### src/rtl/mips_pkg.sv
// mips_pkg: shared multiply/divide op encoding and sequencer state constants.
package mips_pkg;
  typedef enum logic [1:0] {
    OP_MULT  = 2'b00,
    OP_MULTU = 2'b01,
    OP_DIV   = 2'b10,
    OP_DIVU  = 2'b11
  } muldiv_op_t;
  typedef logic [1:0] muldiv_state_t;
  localparam muldiv_state_t S_IDLE = 2'd0;
  localparam muldiv_state_t S_RUN  = 2'd1;
  localparam muldiv_state_t S_FIX  = 2'd2;
  localparam muldiv_state_t S_DONE = 2'd3;
endpackage

### src/rtl/muldiv_step.sv
// muldiv_step: one radix-2 iteration, shift-add multiply or restoring shift-subtract divide.
module muldiv_step #(
  parameter int WIDTH = 32
) (
  input  logic [2*WIDTH:0] acc,
  input  logic [WIDTH-1:0] b,
  input  logic             is_div,
  output logic [2*WIDTH:0] nxt
);
  logic [WIDTH:0]   sum;
  logic [2*WIDTH:0] shl;
  logic [WIDTH+1:0] diff;
  always_comb begin
    sum  = acc[2*WIDTH:WIDTH] + (acc[0] ? {1'b0, b} : '0);
    shl  = {acc[2*WIDTH-1:0], 1'b0};
    diff = {1'b0, shl[2*WIDTH:WIDTH]} - {2'b0, b};
    // a borrow out of diff means the trial subtraction is undone (restoring)
    nxt  = is_div ? (diff[WIDTH+1] ? shl : {diff[WIDTH:0], shl[WIDTH-1:1], 1'b1})
                  : {1'b0, sum, acc[WIDTH-1:1]};
  end
endmodule

### src/rtl/muldiv_sequencer.sv
// muldiv_sequencer: iterative MULT/MULTU/DIV/DIVU unit writing HI/LO.
// Divide path is built only when MULDIV_DIV_EN is defined.
module muldiv_sequencer
  import mips_pkg::*;
#(
  parameter int WIDTH = 32
) (
  input  logic             clk,
  input  logic             reset,
  input  logic             start,
  input  logic [1:0]       op,
  input  logic [WIDTH-1:0] src_a,
  input  logic [WIDTH-1:0] src_b,
  input  logic             flush,
  output logic             busy,
  output logic             done,
  output logic [WIDTH-1:0] hi,
  output logic [WIDTH-1:0] lo,
  output logic             div_zero
);
  localparam int CW = $clog2(WIDTH);
  localparam logic [CW-1:0] LAST = CW'(WIDTH - 1);
`ifdef MULDIV_DIV_EN
  localparam logic DIV_EN = 1'b1;
`else
  localparam logic DIV_EN = 1'b0;
`endif
  muldiv_state_t    state;
  logic [CW-1:0]    cnt;
  logic             div_q, neg_q, neg_r, dz;
  logic [WIDTH-1:0] a_raw, opnd;
  logic [2*WIDTH:0] acc, step_nxt, fix;
  logic             div_in, sgn, sa, sb;
  logic [WIDTH-1:0] a_mag, b_mag, quo, rem;
  logic [2*WIDTH-1:0] prod;
  always_comb begin
    div_in = muldiv_op_t'(op) inside {OP_DIV, OP_DIVU};
    sgn    = muldiv_op_t'(op) inside {OP_MULT, OP_DIV};
    sa     = sgn & src_a[WIDTH-1];
    sb     = sgn & src_b[WIDTH-1];
    a_mag  = sa ? -src_a : src_a;
    b_mag  = sb ? -src_b : src_b;
    prod   = neg_q ? -acc[2*WIDTH-1:0] : acc[2*WIDTH-1:0];
    quo    = neg_q ? -acc[WIDTH-1:0] : acc[WIDTH-1:0];
    rem    = neg_r ? -acc[2*WIDTH-1:WIDTH] : acc[2*WIDTH-1:WIDTH];
    fix    = div_q ? {1'b0, rem, quo} : {1'b0, prod};
  end
  assign busy = state != S_IDLE;
  muldiv_step #(.WIDTH(WIDTH)) u_step (
    .acc   (acc),
    .b     (opnd),
    .is_div(div_q),
    .nxt   (step_nxt)
  );
  always_ff @(posedge clk or posedge reset) begin
    if (reset) begin
      state    <= S_IDLE;
      cnt      <= '0;
      div_q    <= 1'b0;
      neg_q    <= 1'b0;
      neg_r    <= 1'b0;
      dz       <= 1'b0;
      a_raw    <= '0;
      opnd     <= '0;
      acc      <= '0;
      hi       <= '0;
      lo       <= '0;
      done     <= 1'b0;
      div_zero <= 1'b0;
    end else begin
      done <= 1'b0;
      if (busy && flush) state <= S_IDLE;
      else case (state)
        S_IDLE: if (start && !flush) begin
          div_zero <= 1'b0;
          // without a divide path a divide completes immediately, leaving HI/LO alone
          if (div_in && !DIV_EN) done <= 1'b1;
          else begin
            state <= S_RUN;
            div_q <= div_in;
            cnt   <= '0;
            a_raw <= src_a;
            neg_q <= sa ^ sb;
            neg_r <= sa;
            dz    <= div_in && src_b == '0;
            opnd  <= div_in ? b_mag : a_mag;
            acc   <= {{(WIDTH+1){1'b0}}, div_in ? a_mag : b_mag};
          end
        end
        S_RUN: if (dz) begin
          acc   <= {1'b0, a_raw, {WIDTH{1'b1}}};
          state <= S_DONE;
        end else begin
          acc <= step_nxt;
          cnt <= cnt + 1'b1;
          if (cnt == LAST) state <= S_FIX;
        end
        S_FIX: begin
          acc   <= fix;
          state <= S_DONE;
        end
        default: begin
          hi       <= acc[2*WIDTH-1:WIDTH];
          lo       <= acc[WIDTH-1:0];
          div_zero <= dz;
          done     <= 1'b1;
          state    <= S_IDLE;
        end
      endcase
    end
  end
endmodule
### config.mk
export PLATFORM = sky130hd
export DESIGN_NAME = muldiv_sequencer
export DESIGN_NICKNAME = d
export VERILOG_FILES = /design/src/rtl/mips_pkg.sv /design/src/rtl/muldiv_step.sv /design/src/rtl/muldiv_sequencer.sv
export SDC_FILE = /design/constraint.sdc
export NUM_CORES = 1
export LEC_CHECK = 0
export ABC_CLOCK_PERIOD_IN_PS = 9600
export CAP_MARGIN = 40
export CORE_ASPECT_RATIO = 0.7
export CORE_MARGIN = 4
export CORE_UTILIZATION = 65
export CTS_BUF_LIST = sky130_fd_sc_hd__clkbuf_16
export CTS_CLUSTER_SIZE = 25
export DETAILED_ROUTE_END_ITERATION = 8
export PLACE_DENSITY = 0.88
export SETUP_SLACK_MARGIN = 0.15
export SLEW_MARGIN = 20
export SYNTH_ARGS = -nofsm -noshare
export SYNTH_HDL_FRONTEND = slang
export SYNTH_HIERARCHICAL = 1
export SYNTH_SLANG_ARGS = --single-unit
export TNS_END_PERCENT = 30
### constraint.sdc
create_clock -name clk -period 9.6 [get_ports clk]
set_input_delay 0.96 -clock clk [delete_from_list [all_inputs] [get_ports clk]]
set_output_delay 0.96 -clock clk [all_outputs]
set_load 0.005 [all_outputs]
==> Word level (Yosys, flattened, before mapping) <==
Index checks and enable logic that the tools add are counted.
{ "word_totals": {"ff_bits": 204, "latch_bits": 0, "ramBits": 0, "rom_bits": 0, "wordCells": 82, "n_memories": 0} }
{ "op_classes": {"add_sub_neg": 5, "multipliers": 0, "div": 0, "magnitude_cmp": 0, "eq_ne": 12, "shift": 0, "mux": 24, "bitwise": 7, "n_reduce_logical": 21} }
{ "op_table": {"columns": ["operator", "count"], "rows": [
  ["65-bit case mux with 3 select lines", 1],
  ["65-bit two-way mux", 2],
  ["64-bit two-way mux", 2],
  ["32-bit two-way mux", 3],
  ["32-bit negator", 2],
  ["64-bit negator", 1],
  ["33-bit adder", 1],
  ["32-bit logical NOT", 1],
  ["5-bit two-way mux", 3],
  ["2-bit two-way mux", 5],
  ["5-bit case mux with 2 select lines", 1],
  ["5-bit AND reduction", 2],
  ["2-bit inequality test, second input constant", 4],
  ["4-bit AND reduction", 2],
  ["2-bit nonzero test", 4],
  ["2-bit equality test, second input constant", 3],
  ["3-bit inequality test, second input constant", 2],
  ["2-bit case mux with 3 select lines", 1],
  ["3-bit AND reduction", 2],
  ["5-bit by 1-bit adder with 5-bit output, second input constant", 1],
  ["5-bit equality test, second input constant", 1],
  ["2-bit logical NOT", 2],
  ["1-bit two-way mux", 4],
  ["4-bit inequality test, second input constant", 1],
  ["11 further kinds", 18]
]} }

==> Logic depth before layout (Yosys ltp) <==
Gate-level depths: netlist of the first run.
{ "logic_depth": {"ltp_word": 7, "depth_mapped": 16, "mapped_depth_nobuf": 15} }

==> Hierarchy <==
The synthesis of the first run kept the hierarchy.
{ "modules_own_cells": {"columns": ["module", "instances", "cells_each", "area_each_um2", "seq_area_each_um2"], "rows": [
  ["muldiv_sequencer", 1, 1319, 11838.9, 5079.9],
  ["muldiv_step", 1, 634, 4461.8, 0.0]
]} }

==> Worst setup path after synthesis of the first run <==
OpenSTA, ideal clock, no wires.
{ "synth_path": {"path_type": "register -> register", "from": "reg acc[0]", "to": "reg acc[56]", "t_arrival_ns": 3.380, "required_time_ns": 9.473, "setup_slack_ns": 6.093, "path_stages_with_launch": 16, "cell_sequence": "dfrtp_1 > clkbuf_1 > and2_1 > ha_1 > a21o_1 > a31o_1 > a221o_1 > a2111o_1 > a21o_1 > a21o_1 > a21oi_2 > xor2_1 > mux2i_1 > mux2_2 > a21oi_1 > o22ai_1"} }
{ "synth_via": {"elab_chain_cells": 4} }
{ "synth_rtl": {"columns": ["element", "line", "source"], "rows": [
  ["start, declared", "muldiv_sequencer.sv:32", "logic [2*WIDTH:0] acc, step_nxt, fix;"],
  ["start signal, assigned", "muldiv_sequencer.sv:87", "acc <= {{(WIDTH+1){1'b0}}, div_in ? a_mag : b_mag};"],
  ["start signal, assigned", "muldiv_sequencer.sv:91", "acc <= {1'b0, a_raw, {WIDTH{1'b1}}};"],
  ["start signal, assigned", "muldiv_sequencer.sv:94", "acc <= step_nxt;"],
  ["32-bit two-way mux", "muldiv_step.sv:14", "sum = acc[2*WIDTH:WIDTH] + (acc[0] ? {1'b0, b} : '0);"],
  ["33-bit adder", "muldiv_step.sv:14", null],
  ["via step_nxt[56]", "muldiv_sequencer.sv:32", null],
  ["64-bit two-way mux", "muldiv_sequencer.sv:90", "S_RUN: if (dz) begin"],
  ["65-bit case mux with 3 select lines", "muldiv_sequencer.sv:73", "else case (state)"]
]} }
The timed path passes the listed nets, and every way through them passes these cells. The select of a mux whose other input is x is not followed.
A chain may end at the register's enable or synchronous reset.

==> Final worst setup path of the first run <==
{ "layout_path": {"from": "reg acc[0]", "to": "reg acc[61]"} }
Same word-level chain as after synthesis.

==> impl_metrics.json, run 1 <==
{
  "final_cell_area_sq_um": 18650,
  "grt_pass1_wl_mm": 81.20,
  "ios": 137,
  "grt_pass1_vias": 15430,
  "drtIter0Drc": 2291,
  "post-route-worst-setup-slack_ps": 5456,
  "crit_slowest_cell": "dfrtp_1",
  "relSlewSlack": 0.4311,
  "vias_per_cell": 6.785,
  "finalCritPeriodShare": 0.4316,
  "setup_viol": 0,
  "synth-main-ff-cell": "dfrtp_1",
  "tightest_slew_ps": 850.8,
  "cts_resized": 0,
  "diodes": 0,
  "synth_edf_count": 0,
  "wire_per_inst_um": 21.25,
  "setup_tns_ps": 0,
  "peakVddDrop_mv": 0.7657,
  "die_h_um": 140.5,
  "cp-startpoint": "acc[0]",
  "wl_mm": 50.45,
  "portBuffers": 136,
  "ys_warn_count": 6,
  "hold_ws_ps": 482.0,
  "postSynthCellCount": 1953,
  "hold_viol": 0,
  "p_per_area_nw_per_um2": 337.6,
  "syn_area_sq_um": 16300,
  "cts_hold_buffers": 0,
  "grt_max_degree": 86,
  "grt_overflow_total": 0,
  "crit_path_max_incr_delay_ps": 530,
  "clock_sinks": 203,
  "num_vias": 16110,
  "clock.fmax_mhz": 241.3,
  "antenna_found_initial": 0,
  "total_power_uw": 6297,
  "ys_seq_elements": 203,
  "ys_seq_area_frac": 0.3116,
  "worst_clock_skew_ps": 9.507,
  "status": "finished clean",
  "cts_buffers": 23,
  "critPathTopFamily": "compound AO/OA/AOI/OAI gates",
  "path_cells": "buf_8, and2_1, ha_1, fa_1, a211oi_1, o211a_1, nor3_1, o21ai_1, a21oi_1, o21ai_0, o21ai_0, xnor2_1, mux2i_1, mux2i_1, nor2_1, a211o_1",
  "max_cap_viol_count": 0,
  "first_pass_iters": 6,
  "cts_max_path_buffers": 3,
  "rsz0062_at_grt": "false",
  "cts-root-buf": "clkbuf_16",
  "critPathArrivalTime_ps": 4550,
  "cp_max_fo": 32,
  "ant_nets": 0,
  "hp-start": "lo[26]",
  "area_growth_pct": 14.41,
  "r2r_start": "acc[0]",
  "slew_viol_final": 0,
  "finalCriticalPeriod_ps": 4144,
  "htree_levels": 1,
  "critPathBufInv": 1,
  "critPathCaptureType": "flip-flop",
  "synth_cell_types": 88,
  "rows": 48,
  "drc": 0,
  "initial_core_util": 0.6604,
  "fin_nets": 2178,
  "core-area_sq_um": 24680,
  "cts_tree": "built",
  "hpwlAfterDp_mm": 36.32,
  "critPathLaunchType": "flip-flop",
  "synth-async-reset-ratio": 1.000,
  "path_class": "flip-flop to flip-flop",
  "die-area_sq_um": 27720,
  "grtUsageTotal": 0.3538,
  "clk_latency_ps": 520,
  "die_w_um": 197.3,
  "clkSlewWorstSetupHoldPaths_ps": 60,
  "hold_path_class": "flip-flop to flip-flop",
  "placed_area_sq_um": 17920,
  "p_leak_uw": 0.008056,
  "gp_congestion": 0.9927,
  "cts_setup_buffers": 0,
  "drive_gt1_frac": 0.09126,
  "dpl_worst_slack_ps": 5557,
  "cp.required_ps": 10010,
  "syn_area_per_cell_sq_um": 8.346
}
## worst min-delay path: stages (launching register included)
cell     delay (ps)
dfrtp_1         340
nand2_1          50
o21ai_0          60
## metal layers
metal / up-vias / routed length (um) / track usage
li1: 7302 / - / -
met1: 7614 / 21200 / 0.5177
met5: - / 0 / 0
met3: 140 / 5808 / 0.08776
met2: 1052 / 21970 / 0.5244
met4: 0 / 1470 / 0.09774
## flip-flops by register name, indices dropped and copies added (netlist names), 2 cells and up
register  flops
a_raw        32
acc          65
cnt           5
hi           32
lo           32
opnd         31
state         2
## report_power, final
group | internal, uW | switching [uW]
Clock | 490 | 379
Combinational | 1570 | 2080
Sequential | 1220 | 557
Total | 3280 | 3010
## placed cells by master (no fill, tap or decap), drive strengths merged, types with 14 or more instances in the layout
cell type	n
a21o	30
nand2b	24
inv	81
nand4	19
o211ai	31
a31oi	23
xor2	48
nor3	48
mux2	97
ha	73
or4	16
nor4	33
o21ai	181
a211o	15
and2	39
nor2b	18
a211oi	17
clkdlybuf4s50	136
buf	22
nand3	32
mux2i	44
o22ai	14
dfrtp	203
nor2	141
clkbuf	23
xnor2	77
or3	22
a21oi	114
nand2	234
o31ai	23
## area by class of cell
| cell class | count | area (sq um) |
|---|---|---|
| multi-input combinational | 1568 | 10530 |
| fill | 1799 | 6035 |
| sequential | 203 | 5081 |
| timing repair buffer | 159 | 1619 |
| clock buffer | 23 | 575.6 |
| tap | 325 | 406.6 |
| inverter | 78 | 300.3 |
| clock inverter | 18 | 141.4 |
## cell families after synthesis
family | count (synthesis) | synth area share
buffers and inverters | 183 | 0.04383
flip-flops | 203 | 0.3116
AND/OR/NAND/NOR | 662 | 0.2002
AO/OA/AOI/OAI | 563 | 0.2244
XOR/XNOR | 125 | 0.06716
multiplexers | 141 | 0.09403
adder cells (fa/ha/maj) | 75 | 0.05849
other | 1 | 0.0002301
## cell usage after synthesis (15+ instances only)
cell	count	share of area
nor4_1	30	0.012
nand3_1	31	0.0095
inv_1	77	0.018
nor3_1	44	0.014
a31oi_1	23	0.0088
or3_1	20	0.0077
nor2_1	141	0.032
nand2b_1	24	0.0092
o31ai_1	23	0.011
xnor2_1	77	0.041
clkbuf_1	89	0.020
nand2_1	234	0.054
xor2_1	48	0.026
nor2b_1	18	0.0069
nand4_1	19	0.0073
a211o_1	15	0.0081
o21ai_0	176	0.054
a211oi_1	17	0.0078
a21o_1	30	0.014
and2_1	39	0.015
o211ai_1	31	0.014
or4_1	16	0.0074
mux2i_1	44	0.027
ha_1	73	0.056
mux2_2	97	0.067
dfrtp_1	203	0.31
a21oi_1	111	0.034
## final timing paths
check	to	slack (ps)	cells past startpoint
max	acc[61]	5460	16
min	lo[26]	480	2
max reg2reg	acc[61]	5460	16
min reg2reg	lo[26]	480	2
max in group asynchronous	opnd[26]	7790	4
min in group asynchronous	lo[1]	860	2
## through the flow
| stage | cells | util |
|---|---|---|
| detailed placement | 2332 | 0.7259 |
| floorplan | 1954 | - |
| global placement | 2324 | 0.7203 |
| global route | 2374 | 0.7555 |
| CTS | 2373 | 0.7549 |
| finish | 2374 | 0.7555 |
(Power assumes the default switching activity.)
==> run 2, diff against run 1 <==
ABC_CLOCK_PERIOD_IN_PS = 3900   (was 9600)
CORE_UTILIZATION = 60   (was 65)
PLACE_DENSITY = 0.82   (was 0.88)
clock period = 3.9 ns   (was 9.6 ns; I/O delays follow)
==> impl_metrics.json, run 2 (synthesis results as in run 1) <==
{
  "status": "finished clean",
  "layout_common_cells": "nand2_1, dfrtp_1, o21ai_0, nor2_1, clkdlybuf4s50_1",
  "diodes": 0,
  "cts_tree": "built",
  "hpwlAfterDp_mm": 38.91,
  "grt_max_degree": 83,
  "p_per_area_nw_per_um2": 819.9,
  "drive_gt1_frac": 0.1152,
  "hold_viol": 0,
  "core-area_sq_um": 26710,
  "crit_slowest_cell": "dfrtp_1",
  "largest_register_ffs": 65,
  "r2r_start": "acc[0]",
  "crit_path_max_incr_delay_ps": 420,
  "critPathBufInv": 1,
  "vias_per_cell": 6.559,
  "drtIter0Drc": 1863,
  "path_cells": "buf_12, and2_1, ha_1, a21o_1, a31o_1, a221o_1, a2111o_1, a21o_1, a21o_1, a21oi_2, xor2_1, mux2i_1, mux2_2, a21oi_1, o22ai_1",
  "gp_congestion": 1.028,
  "ios": 137,
  "critPathCaptureType": "flip-flop",
  "rows": 50,
  "cp.required_ps": 4300,
  "cpMostUsedCell": "a21o_1",
  "path_class": "flip-flop to flip-flop",
  "total_power_uw": 15610,
  "grt_use_met3": 0.07084,
  "cts-root-buf": "clkbuf_16",
  "setup_tns_ps": 0,
  "grtUsageTotal": 0.3375,
  "clock_sinks": 203,
  "worst_clock_skew_ps": 18.95,
  "wire_per_inst_um": 21.29,
  "tightest_slew_ps": 794.1,
  "grt_overflow_total": 0,
  "clkSlewWorstSetupHoldPaths_ps": 60,
  "cts_hold_buffers": 0,
  "critPathArrivalTime_ps": 4010,
  "cts_buffers": 23,
  "die-area_sq_um": 29910,
  "fin_nets": 2227,
  "critPathTopFamily": "compound AO/OA/AOI/OAI gates",
  "drc": 0,
  "cts_max_path_buffers": 3,
  "clock.fmax_mhz": 277.4,
  "slew_viol_final": 0,
  "cp_max_fo": 31,
  "initial_core_util": 0.6102,
  "max_cap_viol_count": 0,
  "antenna_found_initial": 0,
  "final_common_cell": "nand2_1",
  "grt_pass1_vias": 15110,
  "first_pass_iters": 6,
  "area_growth_pct": 16.77,
  "p_leak_uw": 0.008276,
  "relSlewSlack": 0.4637,
  "htree_levels": 1,
  "critPathLaunchType": "flip-flop",
  "regMostFlops": "acc",
  "grtUsageMet1": 0.5063,
  "wl_mm": 52.28,
  "die_w_um": 205.0,
  "hold_path_class": "input pin to asynchronous set/reset pin",
  "use_met2": 0.5026,
  "busiest_layer": "met1",
  "peakVddDrop_mv": 1.101,
  "finalCritPeriodShare": 0.9244,
  "rsz0062_at_grt": "true",
  "die_h_um": 145.9,
  "cp-startpoint": "acc[0]",
  "finalCriticalPeriod_ps": 3605,
  "clk_latency_ps": 530,
  "r2r_setup_slack_ps": 290,
  "fillers": 2189,
  "ant_nets": 0,
  "grt_pass1_wl_mm": 82.60,
  "portBuffers": 136,
  "num_vias": 16110,
  "setup_viol": 0
}
run 2: cell types whose count changed in the layout (fill, tap and decap cells not counted), moves of 2 or more:
| cell | delta |
|---|---|
| buf_12 | +5 |
| buf_4 | +48 |
| clkinv_1 | -4 |
| a21oi_2 | +2 |
| a2111oi_2 | +2 |
| o21ai_0 | -2 |
| bufinv_16 | -2 |
| buf_16 | -2 |
| a21oi_1 | -2 |
run 2: area by class of cell:
| class | count | area (sq um) | area share |
|---|---|---|---|
| Timing Repair Buffer | 208 | 1999 | 0.1050 |
| Sequential cell | 203 | 5081 | 0.2669 |
| Tap cell | 364 | 455.4 | 0.02393 |
| Clock inverter | 12 | 62.56 | 0.003287 |
| Inverter | 78 | 296.5 | 0.01558 |
| Clock buffer | 23 | 575.6 | 0.03024 |
| Multi-Input combinational cell | 1568 | 10560 | 0.5550 |
run 2: worst register-to-register path, cell delays in order, from the launching register on:
cell	delay, ps
dfrtp_1	420
buf_12	170
and2_1	160
ha_1	280
a21o_1	190
a31o_1	180
a221o_1	360
a2111o_1	420
a21o_1	230
a21o_1	190
a21oi_2	140
xor2_1	140
mux2i_1	80
mux2_2	270
a21oi_1	150
o22ai_1	80
run 2: worst paths after layout:
kind                             endpoint  cells after the start
worst min-delay path              opnd[1]                      2
min in group clk                a_raw[23]                      3
worst max-delay path              acc[56]                     15
worst max register to register    acc[56]                     15
worst min register to register     lo[26]                      2
max in group asynchronous       a_raw[30]                      3
run 2: report_power, final:
group          internal, uW  switching [uW]
clock network          1060             895
registers              3010            1110
logic                  4070            5470
run 2: repair_timing:
action,in CTS,in global routing
pin swaps,0,1
resized for setup,1,11
setup endpoints to repair,1,8
buffers inserted,0,0
run 2: metal layers:
layer  up-vias  part of all wire
met5         -                 0
met4         0             0.023
met3        97              0.11
met2       910              0.44
met1      7693              0.44
li1       7408                 -
run 2: stage by stage:
step / utilization / hold WS (ps) / setup slack [ps] / cells / instance area [sq um]
detailed placement: 0.6865 / 470.1 / 162.0 / 2420 / 18340
global placement: 0.6841 / 454.5 / 306.3 / 2417 / 18280
CTS: 0.7105 / 248.1 / 206.1 / 2455 / 18980
finish: 0.7126 / 253.1 / 294.7 / 2456 / 19030
global route: 0.7126 / 270.7 / 130.1 / 2456 / 19030
floorplan: - / 439.8 / 392.8 / 1954 / 16310
==> run 3, diff against run 2 <==
CAP_MARGIN = default   (was 40)
CTS_CLUSTER_SIZE = 14   (was 25)
==> impl_metrics.json, run 3 (synthesis results as in run 1) <==
{
  "finalCriticalPeriod_ps": 3650,
  "hpwlAfterDp_mm": 38.77,
  "max_cap_viol_count": 0,
  "initial_core_util": 0.6102,
  "critPathLaunchType": "flip-flop",
  "hold_path_class": "input pin to asynchronous set/reset pin",
  "portBuffers": 136,
  "hold_viol": 0,
  "drc": 0,
  "clkSlewWorstSetupHoldPaths_ps": 70,
  "crit_path_max_incr_delay_ps": 420,
  "grt_overflow_total": 0,
  "cts_hold_buffers": 0,
  "antenna_found_initial": 0,
  "regMostFlops": "acc",
  "ant_nets": 0,
  "total_power_uw": 16000,
  "critPathTopFamily": "compound AO/OA/AOI/OAI gates",
  "htree_levels": 1,
  "internal_power_uw": 8521,
  "fin_nets": 2222,
  "cp.required_ps": 4300,
  "path_cells": "buf_12, and2_1, ha_1, a21oi_2, o21ai_2, a221o_1, a2111o_1, a21o_1, a21o_1, a21oi_2, xor2_1, mux2i_1, mux2_2, a21oi_1, o22ai_1",
  "grt_pass1_vias": 15160,
  "die-area_sq_um": 29910,
  "rows": 50,
  "cts_max_path_buffers": 3,
  "cts-root-buf": "clkbuf_16",
  "clkPwrFrac": 0.149,
  "relSlewSlack": 0.3420,
  "setup_tns_ps": 0,
  "core-area_sq_um": 26710,
  "vias_per_cell": 6.556,
  "ios": 137,
  "clock_sinks": 203,
  "p_switching_uw": 7483,
  "largest_register_ffs": 65,
  "crit_slowest_cell": "dfrtp_1",
  "r2r_start": "acc[0]",
  "p_leak_uw": 0.008320,
  "num_vias": 16120,
  "worst_clock_skew_ps": 17.58,
  "wire_per_inst_um": 21.38,
  "grtUsageTotal": 0.3393,
  "stdcell_count": 2458,
  "gp_congestion": 1.028,
  "pwr-share-comb": 0.594,
  "drive_gt1_frac": 0.1142,
  "final_common_cell": "nand2_1",
  "rsz0062_at_grt": "true",
  "die_w_um": 205.0,
  "clock.fmax_mhz": 274.0,
  "fillers": 2128,
  "placedCellCount": 2417,
  "cts_tree": "built",
  "multi_input_area_sq_um": 10560,
  "r2r_setup_slack_ps": 250,
  "reg2reg_to": "acc[56]",
  "p_per_area_nw_per_um2": 836.9,
  "critPathCaptureType": "flip-flop",
  "reg2regPathDepth": 15,
  "layout_common_cells": "nand2_1, dfrtp_1, o21ai_0, nor2_1, clkdlybuf4s50_1",
  "cp_max_fo": 31,
  "die_h_um": 145.9,
  "grt_max_degree": 83,
  "critPathArrivalTime_ps": 4050,
  "path_class": "flip-flop to flip-flop",
  "grt_pass1_wl_mm": 83.03,
  "clk_latency_ps": 530,
  "first_pass_iters": 7,
  "cts_setup_buffers": 0,
  "tightest_slew_ps": 983.6,
  "wl_mm": 52.55,
  "cts_buffers": 22,
  "critPathBufInv": 1,
  "p_sw_frac": 0.4676,
  "peakVddDrop_mv": 0.9710,
  "status": "finished clean",
  "pwr-share-seq": 0.257,
  "register_area_sq_um": 5081,
  "path_depth": 15,
  "setup_viol": 0,
  "area_growth_pct": 17.32,
  "finalCritPeriodShare": 0.9359,
  "drtIter0Drc": 1873,
  "slew_viol_final": 0
}
## run 3: changes by cell type in the layout (fill, tap and decap cells not counted), moves of 2 or more
cell       delta
bufinv_16     +6
inv_1         +2
clkinv_2      -3
buf_8         -2
clkinv_1      +2
## run 3: per-layer routing
metal | wire (um) | track usage | up-vias
met3 | 5698 | 0.08354 | 131
met5 | 0 | 0 | -
li1 | - | - | 7380
met1 | 22570 | 0.5008 | 7716
met4 | 1468 | 0.07965 | 0
met2 | 22820 | 0.5044 | 888
## run 3: what timing repair did
| action | 4_1_cts | 5_1_grt |
|---|---|---|
| resized for setup | 2 | 10 |
| pin swaps | 0 | 0 |
| endpoints found under the setup margin | 1 | 8 |
## run 3: worst max-delay path by stage
stage | start | endpoint
2_1_floorplan | acc[0] | acc[56]
3_3_place_gp | a_raw[0] | acc[57]
3_5_place_dp | a_raw[0] | acc[57]
4_1_cts | a_raw[0] | acc[57]
5_1_grt | acc[0] | acc[57]
6_report | acc[0] | acc[56]
## run 3: final cells by class
cell class | count | area share
sequential | 203 | 0.2657
clock buffer | 23 | 0.03010
timing repair buffer | 204 | 0.1005
tap | 364 | 0.02382
antenna | 1 | 0.0001309
clock inverter | 17 | 0.01184
multi-input combinational | 1568 | 0.5524
inverter | 78 | 0.01551
## run 3: stage by stage
stage | hold WS [ps] | cell area (sq um) | utilization | setup slack, ps
4_1_cts | 426.2 | 19080 | 0.7143 | 216.3
6_report | 401.6 | 19120 | 0.7159 | 250.0
5_1_grt | 480.6 | 19120 | 0.7158 | 93.96
3_5_place_dp | 475.9 | 18280 | 0.6841 | 110.3
2_1_floorplan | 439.8 | 16310 | - | 392.8
3_3_place_gp | 454.5 | 18280 | 0.6841 | 306.3
## run 3: worst reg2reg max path, stage by stage, from the launching register on
cell	delay, ps
dfrtp_1	420
buf_12	170
and2_1	160
ha_1	360
a21oi_2	210
o21ai_2	110
a221o_1	360
a2111o_1	410
a21o_1	230
a21o_1	200
a21oi_2	150
xor2_1	150
mux2i_1	80
mux2_2	270
a21oi_1	160
o22ai_1	90
## run 3: power by group through the flow
| stage | registers [uW] | logic (uW) | clock network [uW] |
|---|---|---|---|
| 4_1_cts | 4090 | 9240 | 2400 |
| 6_report | 4110 | 9510 | 2390 |
| 5_1_grt | 4210 | 10300 | 2480 |
| 3_5_place_dp | 4120 | 9160 | 0 |
| 3_3_place_gp | 4070 | 8930 | 0 |
| 2_1_floorplan | 3780 | 6430 | 0 |
